**src/rtl/logic_unit_arbiter_pkg.sv**
```systemverilog
// Shared definitions for the logic-unit arbiter.
//   op_e    : opcode encoding carried on req_op (2 bits per requester)
//   state_e : arbiter FSM state encoding
//   op_bit  : single-bit evaluation of an opcode, replicated across WIDTH
package logic_unit_arbiter_pkg;

  typedef enum logic [1:0] {
    OP_AND  = 2'd0,
    OP_OR   = 2'd1,
    OP_XOR  = 2'd2,
    OP_NAND = 2'd3
  } op_e;

  typedef enum logic [1:0] {
    S_IDLE = 2'd0,
    S_EXEC = 2'd1,
    S_RESP = 2'd2
  } state_e;

  function automatic logic op_bit(op_e op, logic a, logic b);
    logic r;
    case (op)
      OP_AND:  r = a & b;
      OP_OR:   r = a | b;
      OP_XOR:  r = a ^ b;
      default: r = ~(a & b);
    endcase
    return r;
  endfunction

endpackage

```
**src/rtl/logic_unit_arbiter_rr_arbiter.sv**
```systemverilog
// Round-robin grant selection.
//   req   : NREQ request bits
//   ptr   : highest-priority index for this decision
//   grant : one-hot grant (zero when no request)
//   idx   : binary index of the granted requester
//   any   : at least one request present
module rr_arbiter #(
  parameter int NREQ = 4,
  parameter int IW   = (NREQ > 1) ? $clog2(NREQ) : 1
) (
  input  logic [NREQ-1:0] req,
  input  logic [IW-1:0]   ptr,
  output logic [NREQ-1:0] grant,
  output logic [IW-1:0]   idx,
  output logic            any
);

  // Two passes: first the requesters at or above ptr, then wrap to the
  // ones below it. The first hit in that order wins.
  always_comb begin
    grant = '0;
    idx   = '0;
    any   = 1'b0;
    for (int i = 0; i < NREQ; i++) begin
      if (!any && req[i] && (IW'(i) >= ptr)) begin
        any      = 1'b1;
        grant[i] = 1'b1;
        idx      = IW'(i);
      end
    end
    for (int i = 0; i < NREQ; i++) begin
      if (!any && req[i]) begin
        any      = 1'b1;
        grant[i] = 1'b1;
        idx      = IW'(i);
      end
    end
  end

endmodule

```
**src/rtl/logic_unit_arbiter.sv**
```systemverilog
// NREQ requesters share one bitwise logic unit (AND/OR/XOR/NAND).
// One operation is in flight at a time: IDLE grants, EXEC computes,
// RESP presents the result until the consumer takes it.
//   clk, rst           : clock, synchronous active-high reset
//   req_valid/req_ready: per-requester handshake (ready one-hot or zero)
//   req_a, req_b       : packed operands, requester i at [i*WIDTH +: WIDTH]
//   req_op             : packed opcodes, requester i at [i*2 +: 2]
//   rsp_valid/rsp_ready: result handshake
//   rsp_data, rsp_id   : result and owning requester index
//   busy               : FSM not in IDLE
module logic_unit_arbiter
  import logic_unit_arbiter_pkg::*;
#(
  parameter int NREQ  = 4,
  parameter int WIDTH = 8,
  localparam int IW   = (NREQ > 1) ? $clog2(NREQ) : 1
) (
  input  logic                  clk,
  input  logic                  rst,
  input  logic [NREQ-1:0]       req_valid,
  output logic [NREQ-1:0]       req_ready,
  input  logic [NREQ*WIDTH-1:0] req_a,
  input  logic [NREQ*WIDTH-1:0] req_b,
  input  logic [NREQ*2-1:0]     req_op,
  output logic                  rsp_valid,
  input  logic                  rsp_ready,
  output logic [WIDTH-1:0]      rsp_data,
  output logic [IW-1:0]         rsp_id,
  output logic                  busy
);

  state_e                     state;
  logic [IW-1:0]              ptr;
  logic [WIDTH-1:0]           a_cap, b_cap;
  op_e                        op_cap;
  logic [NREQ-1:0][WIDTH-1:0] a_arr, b_arr;
  logic [NREQ-1:0][1:0]       op_arr;
  logic [NREQ-1:0]            grant;
  logic [IW-1:0]              gidx;
  logic                       gany;
  logic                       accept;
  logic [WIDTH-1:0]           result;

  assign a_arr  = req_a;
  assign b_arr  = req_b;
  assign op_arr = req_op;

  rr_arbiter #(.NREQ(NREQ), .IW(IW)) u_rr (
    .req   (req_valid),
    .ptr   (ptr),
    .grant (grant),
    .idx   (gidx),
    .any   (gany)
  );

  // Ready is the grant itself, so a grant is always a completed handshake.
  // Held low under reset so nothing looks accepted on a reset edge.
  assign req_ready = (state == S_IDLE && !rst) ? grant : '0;
  assign accept    = (state == S_IDLE) && gany;

  for (genvar i = 0; i < WIDTH; i++) begin : g_bit
    assign result[i] = op_bit(op_cap, a_cap[i], b_cap[i]);
  end

  always_ff @(posedge clk) begin
    if (rst) begin
      state     <= S_IDLE;
      ptr       <= '0;
      rsp_valid <= 1'b0;
      rsp_data  <= '0;
      rsp_id    <= '0;
      busy      <= 1'b0;
      a_cap     <= '0;
      b_cap     <= '0;
      op_cap    <= OP_AND;
    end else begin
      case (state)
        S_IDLE: begin
          if (accept) begin
            a_cap  <= a_arr[gidx];
            b_cap  <= b_arr[gidx];
            op_cap <= op_e'(op_arr[gidx]);
            rsp_id <= gidx;
            ptr    <= (gidx == IW'(NREQ - 1)) ? '0 : gidx + IW'(1);
            busy   <= 1'b1;
            state  <= S_EXEC;
          end
        end
        S_EXEC: begin
          rsp_data  <= result;
          rsp_valid <= 1'b1;
          state     <= S_RESP;
        end
        S_RESP: begin
          if (rsp_ready) begin
            rsp_valid <= 1'b0;
            busy      <= 1'b0;
            state     <= S_IDLE;
          end
        end
        default: begin
          rsp_valid <= 1'b0;
          busy      <= 1'b0;
          state     <= S_IDLE;
        end
      endcase
    end
  end

endmodule

```
**config.mk**
```make
export PLATFORM = sky130hd
export DESIGN_NAME = logic_unit_arbiter
export DESIGN_NICKNAME = d
export VERILOG_FILES = /design/src/rtl/logic_unit_arbiter_pkg.sv /design/src/rtl/logic_unit_arbiter_rr_arbiter.sv /design/src/rtl/logic_unit_arbiter.sv
export SDC_FILE = /design/constraint.sdc
export NUM_CORES = 1
export LEC_CHECK = 0
export BUFFER_PORTS_ARGS = -buffer_cell sky130_fd_sc_hd__buf_4
export CELL_PAD_IN_SITES_DETAIL_PLACEMENT = 1
export CELL_PAD_IN_SITES_GLOBAL_PLACEMENT = 1
export CORE_ASPECT_RATIO = 1.25
export CORE_UTILIZATION = 36
export CTS_CLUSTER_SIZE = 25
export DETAILED_ROUTE_END_ITERATION = 8
export GPL_ROUTABILITY_DRIVEN = 0
export HOLD_SLACK_MARGIN = 0.15
export PLACE_DENSITY_LB_ADDON = 0.1
export SLEW_MARGIN = 10
export SYNTH_ARGS = -nofsm -noshare
export SYNTH_HDL_FRONTEND = slang
export SYNTH_SLANG_ARGS = --single-unit
```
**constraint.sdc**
```tcl
create_clock -name clk -period 2 [get_ports clk]
set_input_delay 0.1 -clock clk [delete_from_list [all_inputs] [get_ports clk]]
set_output_delay 0.1 -clock clk [all_outputs]
set_load 0.05 [all_outputs]
```
==> After elaboration in Yosys (flattened, before gate mapping) <==
Index checks and enable logic that the tools add are counted.
{ "op_classes": {"n_addsub": 1, "order_cmp": 5, "eq_ne": 7, "n_mux": 45, "n_bitwise": 34, "reduce_logical": 27} }
{ "ops": {"columns": ["cell", "n"], "rows": [
  ["8-bit binary-select mux with 2-bit select", 2],
  ["1-bit case mux with 3 select lines", 10],
  ["2-bit 2-to-1 mux", 10],
  ["1-bit 2-to-1 mux", 18],
  ["8-bit 2-to-1 mux", 2],
  ["1-bit logical AND", 13],
  ["1-bit NOT", 10],
  ["1-bit AND", 8],
  ["1-bit zero test", 8],
  ["1-bit bitwise OR", 8],
  ["1-bit XOR", 8],
  ["2-bit == test, second input constant", 3],
  ["2-bit case mux with 3 select lines", 1],
  ["2-bit AND reduction", 3],
  ["2-bit binary-select mux with 2-bit select", 1],
  ["2-bit by 1-bit == test with 1-bit output, second input constant", 2],
  ["1-bit by 2-bit greater-or-equal comparator with 1-bit output, first input constant", 2],
  ["2-bit greater-or-equal comparator, first input constant", 2],
  ["2-bit zero test", 2],
  ["4-bit 2-to-1 mux", 1],
  ["2-bit inequality test, second input constant", 2],
  ["2-bit by 3-bit < comparator with 1-bit output, second input constant", 1],
  ["3-bit AND reduction", 1],
  ["2-bit by 1-bit adder with 2-bit output, second input constant", 1]
]} }
{ "word_totals": {"ff_bits": 34, "inputBits": 79, "elab_cells": 128} }

==> Depth between registers and ports, before layout <==
Gate-level depths: netlist of the first run.
{ "logic_depth": {"word_depth": 30, "depth_mapped": 10, "ltp_nobuf": 8} }

==> By module <==
Synthesis of the first run repeated with hierarchy kept, for this count alone.
{ "hier_totals": {"cells_unflattened": 215, "area_unflattened_um2": 2342.2} }
{ "modules_own_cells": {"columns": ["mod", "instances", "cells_each", "area_per_inst_um2", "seq_area_each_um2"], "rows": [
  ["logic_unit_arbiter", 1, 182, 2119.5, 680.7],
  ["rr_arbiter", 1, 33, 222.7, 0.0]
]} }

==> Worst setup path after synthesis of the first run <==
Ideal clock, no wire load.
{ "synth_timing": {"path_kind": "flip-flop to output port", "startpoint": "reg ptr[1]", "endpoint": "out req_ready[0]", "arrival_ps": 1582, "slack_ps": 318, "stages_incl_launch_ff": 7, "n_path_buf": 1, "path_cell_list": "dfxtp_1 > buf_2 > inv_1 > a21oi_1 > o22ai_1 > a2bb2oi_1 > nor2_1"} }
{ "synth_via": {"elab_chain_cells": 19} }
{ "synth_rtl": {"columns": ["element", "line", "rtl"], "rows": [
  ["start: declaration", "logic_unit_arbiter.sv:33", "logic [IW-1:0] ptr;"],
  ["start signal: assignment", "logic_unit_arbiter.sv:84", "ptr <= (gidx == IW'(NREQ - 1)) ? '0 : gidx + IW'(1);"],
  ["1-bit by 2-bit greater-or-equal comparator with 1-bit output", "logic_unit_arbiter_rr_arbiter.sv:25", "if (!any && req[i] && (IW'(i) >= ptr)) begin"],
  ["1-bit logical AND", "logic_unit_arbiter_rr_arbiter.sv:25", null],
  ["1-bit 2-to-1 mux", "logic_unit_arbiter_rr_arbiter.sv:25", null],
  ["1-bit zero test", "logic_unit_arbiter_rr_arbiter.sv:25", null],
  ["1-bit logical AND (2 in series)", "logic_unit_arbiter_rr_arbiter.sv:25", null],
  ["1-bit 2-to-1 mux", "logic_unit_arbiter_rr_arbiter.sv:25", null],
  ["1-bit zero test", "logic_unit_arbiter_rr_arbiter.sv:25", null],
  ["1-bit logical AND (2 in series)", "logic_unit_arbiter_rr_arbiter.sv:25", null],
  ["1-bit 2-to-1 mux", "logic_unit_arbiter_rr_arbiter.sv:25", null],
  ["1-bit zero test", "logic_unit_arbiter_rr_arbiter.sv:25", null],
  ["1-bit logical AND (2 in series)", "logic_unit_arbiter_rr_arbiter.sv:25", null],
  ["1-bit 2-to-1 mux", "logic_unit_arbiter_rr_arbiter.sv:25", null],
  ["1-bit zero test", "logic_unit_arbiter_rr_arbiter.sv:32", "if (!any && req[i]) begin"],
  ["1-bit logical AND", "logic_unit_arbiter_rr_arbiter.sv:32", null],
  ["1-bit 2-to-1 mux (*)", "logic_unit_arbiter_rr_arbiter.sv:32", null],
  ["4-bit 2-to-1 mux (*)", "logic_unit_arbiter.sv:58", "assign req_ready = (state == S_IDLE && !rst) ? grant : '0;"],
  ["end: declaration", "logic_unit_arbiter.sv:21", "output logic [NREQ-1:0] req_ready,"]
]} }
Mark *: on every way between the ends. The rest lies on a longest branch, timed or not.

==> Final worst setup path of the first run <==
{ "layout_timing": {"startpoint": "reg ptr[0]", "endpoint": "reg b_cap[6]"} }
{ "layout_via": {"elab_chain_cells": 29} }
{ "layout_rtl": {"columns": ["element", "line", "rtl"], "rows": [
  ["1-bit by 2-bit greater-or-equal comparator with 1-bit output", "logic_unit_arbiter_rr_arbiter.sv:25", null],
  ["1-bit logical AND", "logic_unit_arbiter_rr_arbiter.sv:25", null],
  ["1-bit 2-to-1 mux", "logic_unit_arbiter_rr_arbiter.sv:25", null],
  ["1-bit zero test", "logic_unit_arbiter_rr_arbiter.sv:25", null],
  ["1-bit logical AND (2 in series)", "logic_unit_arbiter_rr_arbiter.sv:25", null],
  ["1-bit 2-to-1 mux", "logic_unit_arbiter_rr_arbiter.sv:25", null],
  ["1-bit zero test", "logic_unit_arbiter_rr_arbiter.sv:25", null],
  ["1-bit logical AND (2 in series)", "logic_unit_arbiter_rr_arbiter.sv:25", null],
  ["(+11 left out)", null, null],
  ["1-bit zero test", "logic_unit_arbiter_rr_arbiter.sv:32", null],
  ["1-bit logical AND", "logic_unit_arbiter_rr_arbiter.sv:32", null],
  ["1-bit 2-to-1 mux", "logic_unit_arbiter_rr_arbiter.sv:32", null],
  ["1-bit zero test", "logic_unit_arbiter_rr_arbiter.sv:32", null],
  ["1-bit logical AND", "logic_unit_arbiter_rr_arbiter.sv:32", null],
  ["2-bit 2-to-1 mux or 1-bit 2-to-1 mux (tied branches)", "logic_unit_arbiter_rr_arbiter.sv:32", null],
  ["8-bit binary-select mux with 2-bit select or 1-bit logical AND (tied branches)", "logic_unit_arbiter.sv:81, logic_unit_arbiter.sv:59", null],
  ["8-bit 2-to-1 mux (implied by the code) or 2-bit AND reduction (tied branches)", null, null],
  ["end signal: assignment", "logic_unit_arbiter.sv:81", "b_cap <= b_arr[gidx];"],
  ["end: declaration", "logic_unit_arbiter.sv:34", "logic [WIDTH-1:0] a_cap, b_cap;"]
]} }
Parallel ways exist; a longest one is shown, timed or not. The select of a mux whose other input is x is not followed.
A chain may end at the register's enable or synchronous reset.

==> results of run 1 <==
[metal layers]
layer	wire length, µm	vias to the layer above	GRT usage [%]
met5	0	-	0
met4	460	0	13.0
met3	492	39	5.58
met2	6210	117	58.2
met1	4090	1436	30.2
li1	-	1339	-
[cell usage in the layout (no fill, tap or decap), types with 2 or more instances in the layout]
cell type      netlist  layout
nor2_4               1       2
o211ai_1             4       4
nand2_1             32      32
and3_1               2       2
nor2_1              22      22
a211oi_1            12      12
buf_12               0       3
nand2b_1             3       3
nor2_8               2       2
nor2b_1              3       3
mux2i_1             42      42
nor3_1               8       8
ha_1                17      17
o21ai_0              4       4
dfxtp_1             34      34
dlygate4sd3_1        0      72
o221ai_1            16      16
o22ai_1              2       2
inv_1               26      26
buf_4                1     106
clkbuf_8             0       6
a21oi_1             12      12
[logic make-up (layout without fill, tap and decap cells)]
family	Yosys count	in the layout	share of synthesized area, %
compound gates	60	60	18.0
fa+ha+maj	17	17	8.67
buf+inv	46	215	10.1
flops	34	34	27.8
mux	42	42	17.1
simple gates	83	84	18.4
[power by group]
group	switching, mW	internal [mW]
registers	0.148	0.790
logic	0.769	0.684
clock network	0.306	0.279
total	1.22	1.75
[registers in the layout, indices dropped and copies added (netlist names)]
signal     count
state          2
busy           1
rsp_data       8
ptr            2
op_cap         2
rsp_valid      1
b_cap          8
a_cap          8
rsp_id         2
[final cells by class]
| cell class | instances | share of cell area [%] |
|---|---|---|
| Sequential cell | 34 | 16.6 |
| Tap cell | 87 | 2.66 |
| Inverter | 26 | 2.39 |
| Multi-Input combinational cell | 203 | 37.5 |
| Clock buffer | 7 | 2.11 |
| Timing Repair Buffer | 181 | 38.5 |
| Clock inverter | 1 | 0.122 |
[worst register-to-register path, delay by kind of cell (launching register included)]
kind / cells / cell delay [ns]
DFF: 1 / 0.43
AOI/OAI and AO/OA: 1 / 0.18
and+or+nand+nor: 3 / 0.77
muxes: 1 / 0.23
buffers and inverters: 1 / 0.19
[worst paths after layout]
check                               from                endpoint
hold / removal              req_valid[2]       busy$_SDFFE_PP0P_
hold reg to reg   rsp_id[1]$_SDFFE_PP0P_  rsp_id[1]$_SDFFE_PP0P_
setup / recovery     ptr[0]$_SDFFE_PP0P_   b_cap[6]$_SDFFE_PP0P_
setup reg to reg     ptr[0]$_SDFFE_PP0P_   b_cap[6]$_SDFFE_PP0P_
[timing repair]
| action | 4_1_cts | 5_1_grt |
|---|---|---|
| pin swaps | 2 | 2 |
| gates cloned | 1 | 0 |
| setup endpoints to repair | 2 | 16 |
| endpoints found under the hold margin | 23 | 0 |
| buffers inserted | 0 | 8 |
| hold buffers | 72 | 0 |
[metrics by stage]
step                      power (mW)  utilization [%]  hold slack (ns)  area, µm²
after floorplan                 1.73                -            0.296       2450
after global placement          2.01             48.3            0.400       3170
after detailed placement        2.05             48.3            0.416       3170
after CTS                       2.73             60.8            0.255       3990
after global routing            3.11             62.3            0.373       4090
final                           2.98             62.3            0.313       4090
==> key figures, run 1 <==
Setup path
  – Critical Path Source Type: flop
  – Cell family with most CP delay: simple AND/OR/NAND/NOR gates
  – Setup slack, reg-to-reg: 0.07 ns
  – Worst path depth: 6
  – Kind of critical path: flop to flop
  – CP max FO: 12
  – Worst EP required: 2.17 ns
  – Crit path buf inv count: 1
  – Worst path slowest cell: nor4_4
  – Cells along the critical path: nor2b_4 > nor4_4 > nor2_8 > buf_12 > mux2i_1 > o221ai_1
  – R2R depth: 6
  – CP arrival: 2.09 ns
  – CP max stage delay: 0.55 ns
  – Setup crit end kind: flop

Clocking
  – Worst-path clk slew: 0.08 ns
  – CTS Buffer Depth: 2
  – TritonCTS clock tree: yes
  – H-tree Lvls: 2
  – CTS root buf: clkbuf_8
  – Cts bufs inserted: 5
  – Worst skew pair latency: 0.32 ns
  – Sink Count: 34
  – Cts repair resizes: 0

Yosys
  – Synth cell types: 43
  – Ys flop type: dfxtp_1
  – Post-Syn Nets: 378
  – Avg Inst Size Synth: 8.70 µm²
  – Mapped Cells: 282
  – Yosys top cell by area: dfxtp_1
  – Most numerous cell in the Yosys netlist: mux2i_1
  – Top cells by count, synth: mux2i_1 (42), dfxtp_1 (34), nand2_1 (32)
  – Synth area leaders: dfxtp_1 (28%), mux2i_1 (17%), ha_1 (8.7%)
  – Post-synth EDFFs: 0
  – Synth warnings: 0
  – Synth Register Bits: 34
  – Mapped cell area: 2450 µm²
  – Post-synth ARST share: 0%
  – Top cell type's share of synthesized area: 27.8%
  – Register area share after synthesis: 27.8%

Routing
  – Initial drt markers: 103
  – WL final: 11300 µm
  – Vias: 2931
  – Antenna Nets Post-Route: 0
  – DR vias/cell: 5.44
  – First-pass DRT Iterations: 4
  – DRC viols: 0
  – Wire per inst: 20.9 µm

Timing
  – Setup TNS: 0 ns
  – Setup ws final: 0.0743 ns
  – Fin. max-slew vios: 0
  – F_max: 0.519 GHz
  – Setup violators final: 0
  – Min cycle time layout: 1.93 ns
  – Fin. Hold Viols: 0
  – Slew headroom: 54.8%
  – Worst-Margin Slew: 0.677 ns
  – Final period utilization: 96.3%
  – RSZ-0062 raised after global routing: false
  – Setup Skew: 0.0163 ns

Power
  – Leakage: 1.93 nW
  – Maximum VDD drop: 0.000350 V
  – PwrDens: 728 nW/µm²

Min path
  – WHS Path Cells: 5
  – HP Class: primary input to flop

GRT
  – Total GRT Usage: 30.3%
  – Initial antenna violation count: 0
  – Vias in the first global route: 3033
  – Largest net degree at the start of global routing: 20
  – First-pass GRT wire length: 15500 µm
  – GRT Residual Overflow: 0

Finish
  – Layout cell share with drive strength beyond 1: 28.3%
  – Antenna Cells: 0
  – Synthesis-to-finish area growth: 66.8%
  – Multi-input logic area: 1540 µm²
  – Net count, final: 547
  – # fillers: 727
  – Fin cells: 539
  – Register area: 681 µm²

Floorplanning
  – CORE AREA: 6570 µm²
  – Die height: 94.3 µm
  – Die area: 7150 µm²
  – IO Pins: 95
  – Initial Utilization: 37.4%
  – Row count: 33
  – DIE WIDTH: 75.8 µm

Place
  – Hpwl dp: 4900 µm
  – DP Cell Count: 450
  – I/O Buffers: 94
  – Placement Setup Slack: -0.0731 ns

Status
  – Status: completed

Job
  – Max Cap Viol: 0
Note: power is estimated with default switching activity, not from simulation.
==> inputs of run 2 (changes only) <==
CELL_PAD_IN_SITES_DETAIL_PLACEMENT = 0   (was 1)
SYNTH_HIERARCHICAL = 1   (was unset)
==> run 2 against run 1 <==
Compared with the run above: the flow now finishes with violations (negative setup slack); clock power rose by 11%; count of clock-buffer cells in the layout fell by 1; final cell count down 25%; fmax fell by 5.6%; register-to-register slack got worse by 0.11 ns; combinational power shrank 25%; clock skew fell by 0.012 ns; via count shrank 32%; final area fell by 17%; critical path type unchanged.
==> key figures, run 2 <==
Yosys
  – Post-Syn Nets: 311 (-18%)
  – Most numerous cell in the Yosys netlist: dfxtp_1
  – Synth area leaders: dfxtp_1 (29%), mux4_2 (17%), ha_1 (9.1%)
  – Mapped cell area: 2340 µm² (-4.5%)
  – Avg Inst Size Synth: 10.9 µm² (+25%)
  – Synth cell types: 37 (-14%)
  – Ys flop type: dfxtp_1
  – Post-synth ARST share: 0% (unchanged)
  – Synth warnings: 6 (+6)
  – Register area share after synthesis: 29.1% (+1.3 points)
  – Top cells by count, synth: dfxtp_1 (34), mux2i_1 (21), mux4_2 (18)
  – Top cell type's share of synthesized area: 29.1% (+1.3 points)
  – Yosys top cell by area: dfxtp_1
  – Mapped Cells: 215 (-24%)
  – Synth Register Bits: 34 (unchanged)
  – Post-synth EDFFs: 0 (unchanged)

Routing
  – First-pass DRT Iterations: 4 (unchanged)
  – Vias: 2006 (-32%)
  – WL final: 5900 µm (-48%)
  – Wire per inst: 14.6 µm (-30%)
  – DRC viols: 0 (unchanged)
  – Antenna Nets Post-Route: 0 (unchanged)
  – Initial drt markers: 60 (-42%)
  – DR vias/cell: 4.98 (-8.5%)

Finish
  – Most frequent cells in the layout: buf_4 (105), dfxtp_1 (33), mux2i_1 (21), mux4_2 (18)
  – Antenna Cells: 0 (unchanged)
  – Post-route cell area: 3410 µm² (-17%)
  – Most common cell after layout, fill and taps aside: buf_4
  – Synthesis-to-finish area growth: 45.4%
  – Net count, final: 414 (-24%)
  – # fillers: 621 (-15%)
  – Top Registers: a_cap: 8 flops, b_cap: 8 flops, rsp_data: 8 flops
  – Layout cell share with drive strength beyond 1: 50.6% (+22 points)

Setup path
  – Critical Path Source Type: flop
  – CP max FO: 6 (-6)
  – CP arrival: 2.22 ns (+0.13 ns)
  – Kind of critical path: flop to flop
  – Worst EP required: 2.18 ns (about the same)
  – Setup crit end kind: flop

Timing
  – RSZ-0062 raised after global routing: true
  – Min cycle time layout: 2.04 ns (+0.114 ns)
  – Setup ws final: -0.0401 ns (-0.114 ns)
  – Final period utilization: 102% (+5.7 points)
  – Hold slack: 0.238 ns (-0.0748 ns)
  – Fin. Hold Viols: 0 (unchanged)
  – Worst-Margin Slew: 0.507 ns (-0.171 ns)
  – F_max: 0.490 GHz (-5.6%)
  – Setup Skew: 0.00396 ns (-0.0124 ns)
  – Setup violators final: 10 (+10)
  – Slew headroom: 66.2% (+11 points)
  – Fin. max-slew vios: 0 (unchanged)

Floorplanning
  – IO Pins: 95 (unchanged)
  – Die area: 6830 µm² (-4.4%)
  – CORE AREA: 6250 µm² (-4.9%)
  – Initial Utilization: 37.5% (+0.15 points)
  – Row count: 32 (-3.0%)
  – DIE WIDTH: 74.1 µm (-2.2%)
  – Die height: 92.2 µm (-2.2%)

Power
  – PwrDens: 765 nW/µm² (+5.1%)
  – Maximum VDD drop: 0.000382 V (+9.1%)
  – Leakage: 1.54 nW (-20%)

GRT
  – GRT Residual Overflow: 0 (unchanged)
  – First-pass GRT wire length: 9570 µm (-38%)
  – Largest net degree at the start of global routing: 20 (unchanged)
  – Initial antenna violation count: 0 (unchanged)
  – Vias in the first global route: 1915 (-37%)
  – Total GRT Usage: 18.5% (-12 points)

Min path
  – HP Class: primary input to flop

Clocking
  – Worst-path clk slew: 0.07 ns (about the same)
  – Sink Count: 34 (unchanged)
  – H-tree Lvls: 2 (unchanged)
  – Cts bufs inserted: 5 (unchanged)
  – Worst skew pair latency: 0.29 ns (-0.03 ns)
  – CTS root buf: clkbuf_8
  – CTS Buffer Depth: 2 (unchanged)
  – TritonCTS clock tree: yes

Place
  – I/O Buffers: 94 (unchanged)
  – Placement Setup Slack: -0.0727 ns (+0.000455 ns)
  – Hpwl dp: 4700 µm (-4.1%)
  – Dpl cell area: 3150 µm² (-0.59%)

Job
  – Max Cap Viol: 0 (unchanged)

Status
  – Failing checks: negative setup slack
  – Status: complete, but fails checks
-- run 2: cell types whose count changed after synthesis, sizes merged, moves of 15 or more --
| cell | previous run | this run |
|---|---|---|
| mux2i | 42 | 21 |
| o221ai | 17 | 0 |
| nand2 | 33 | 4 |
| mux4 | 0 | 18 |
| a22o | 0 | 18 |
| nor2 | 26 | 11 |
-- run 2: critical path: stages (launching register included) --
cell and delay, ns:
dfxtp_1 0.42, mux2i_1 0.15, a221oi_4 0.34, buf_12 0.16, buf_12 0.13, mux4_2 0.49, a22o_2 0.24
-- run 2: final timing paths --
path | startpoint | to | slack, ns | cells after the start
worst max-delay path | ptr[0]$_SDFFE_PP0P_ | a_cap[7]$_SDFFE_PP0P_ | -0.04 | 6
worst min-delay path | req_a[0] | a_cap[0]$_SDFFE_PP0P_ | 0.24 | 3
worst max register to register | ptr[0]$_SDFFE_PP0P_ | a_cap[7]$_SDFFE_PP0P_ | -0.04 | 6
worst min register to register | rsp_data[6]$_SDFFE_PP0P_ | rsp_data[6]$_SDFFE_PP0P_ | 0.47 | 2
-- run 2: repair_timing --
item,4_1_cts,5_1_grt
hold buffers,3,0
gates resized for setup,10,0
pin swaps,3,2
hold endpoints to repair,7,0
buffers inserted,4,1
endpoints found under the setup margin,13,18
gates cloned,1,0
-- run 2: per-layer routing --
metal	wire (µm)	GRT usage, %
met5	0	0
met4	69	4.81
met3	216	3.96
met1	2470	23.2
met2	3140	31.5
-- run 2: layout make-up --
type                       count  area (µm²)  area share [%]
multi-input combinational    146        1510            44.3
tap                           85         106            3.12
timing repair buffer         113         926            27.2
clock inverter                 1        30.0           0.882
clock buffer                   6        82.6            2.42
sequential                    34         684            20.1
inverter                      18        67.6            1.98
-- run 2: power by group --
group	switching, mW	internal, mW	total, mW
registers	0.0966	0.773	0.869
clock network	0.247	0.399	0.646
logic	0.465	0.624	1.09
-- run 2: logic make-up (layout without fill, tap and decap cells) --
logic type | after synthesis | count (layout) | share of synthesized area, %
compound gates | 44 | 44 | 14.5
fa+ha+maj | 17 | 17 | 9.08
buf+inv | 35 | 138 | 8.07
flops | 34 | 34 | 29.1
mux | 47 | 47 | 30.1
simple gates | 38 | 38 | 9.19
-- run 2: stage by stage --
step | util, % | cells | power (mW) | setup TNS, ns
2_1_floorplan | - | 215 | 1.57 | 0
3_3_place_gp | 50.4 | 387 | 1.86 | -0.208
3_5_place_dp | 50.4 | 387 | 1.88 | -0.453
4_1_cts | 54.4 | 402 | 2.64 | -0.366
5_1_grt | 54.5 | 403 | 2.78 | -1.21
6_report | 54.5 | 403 | 2.60 | -0.163
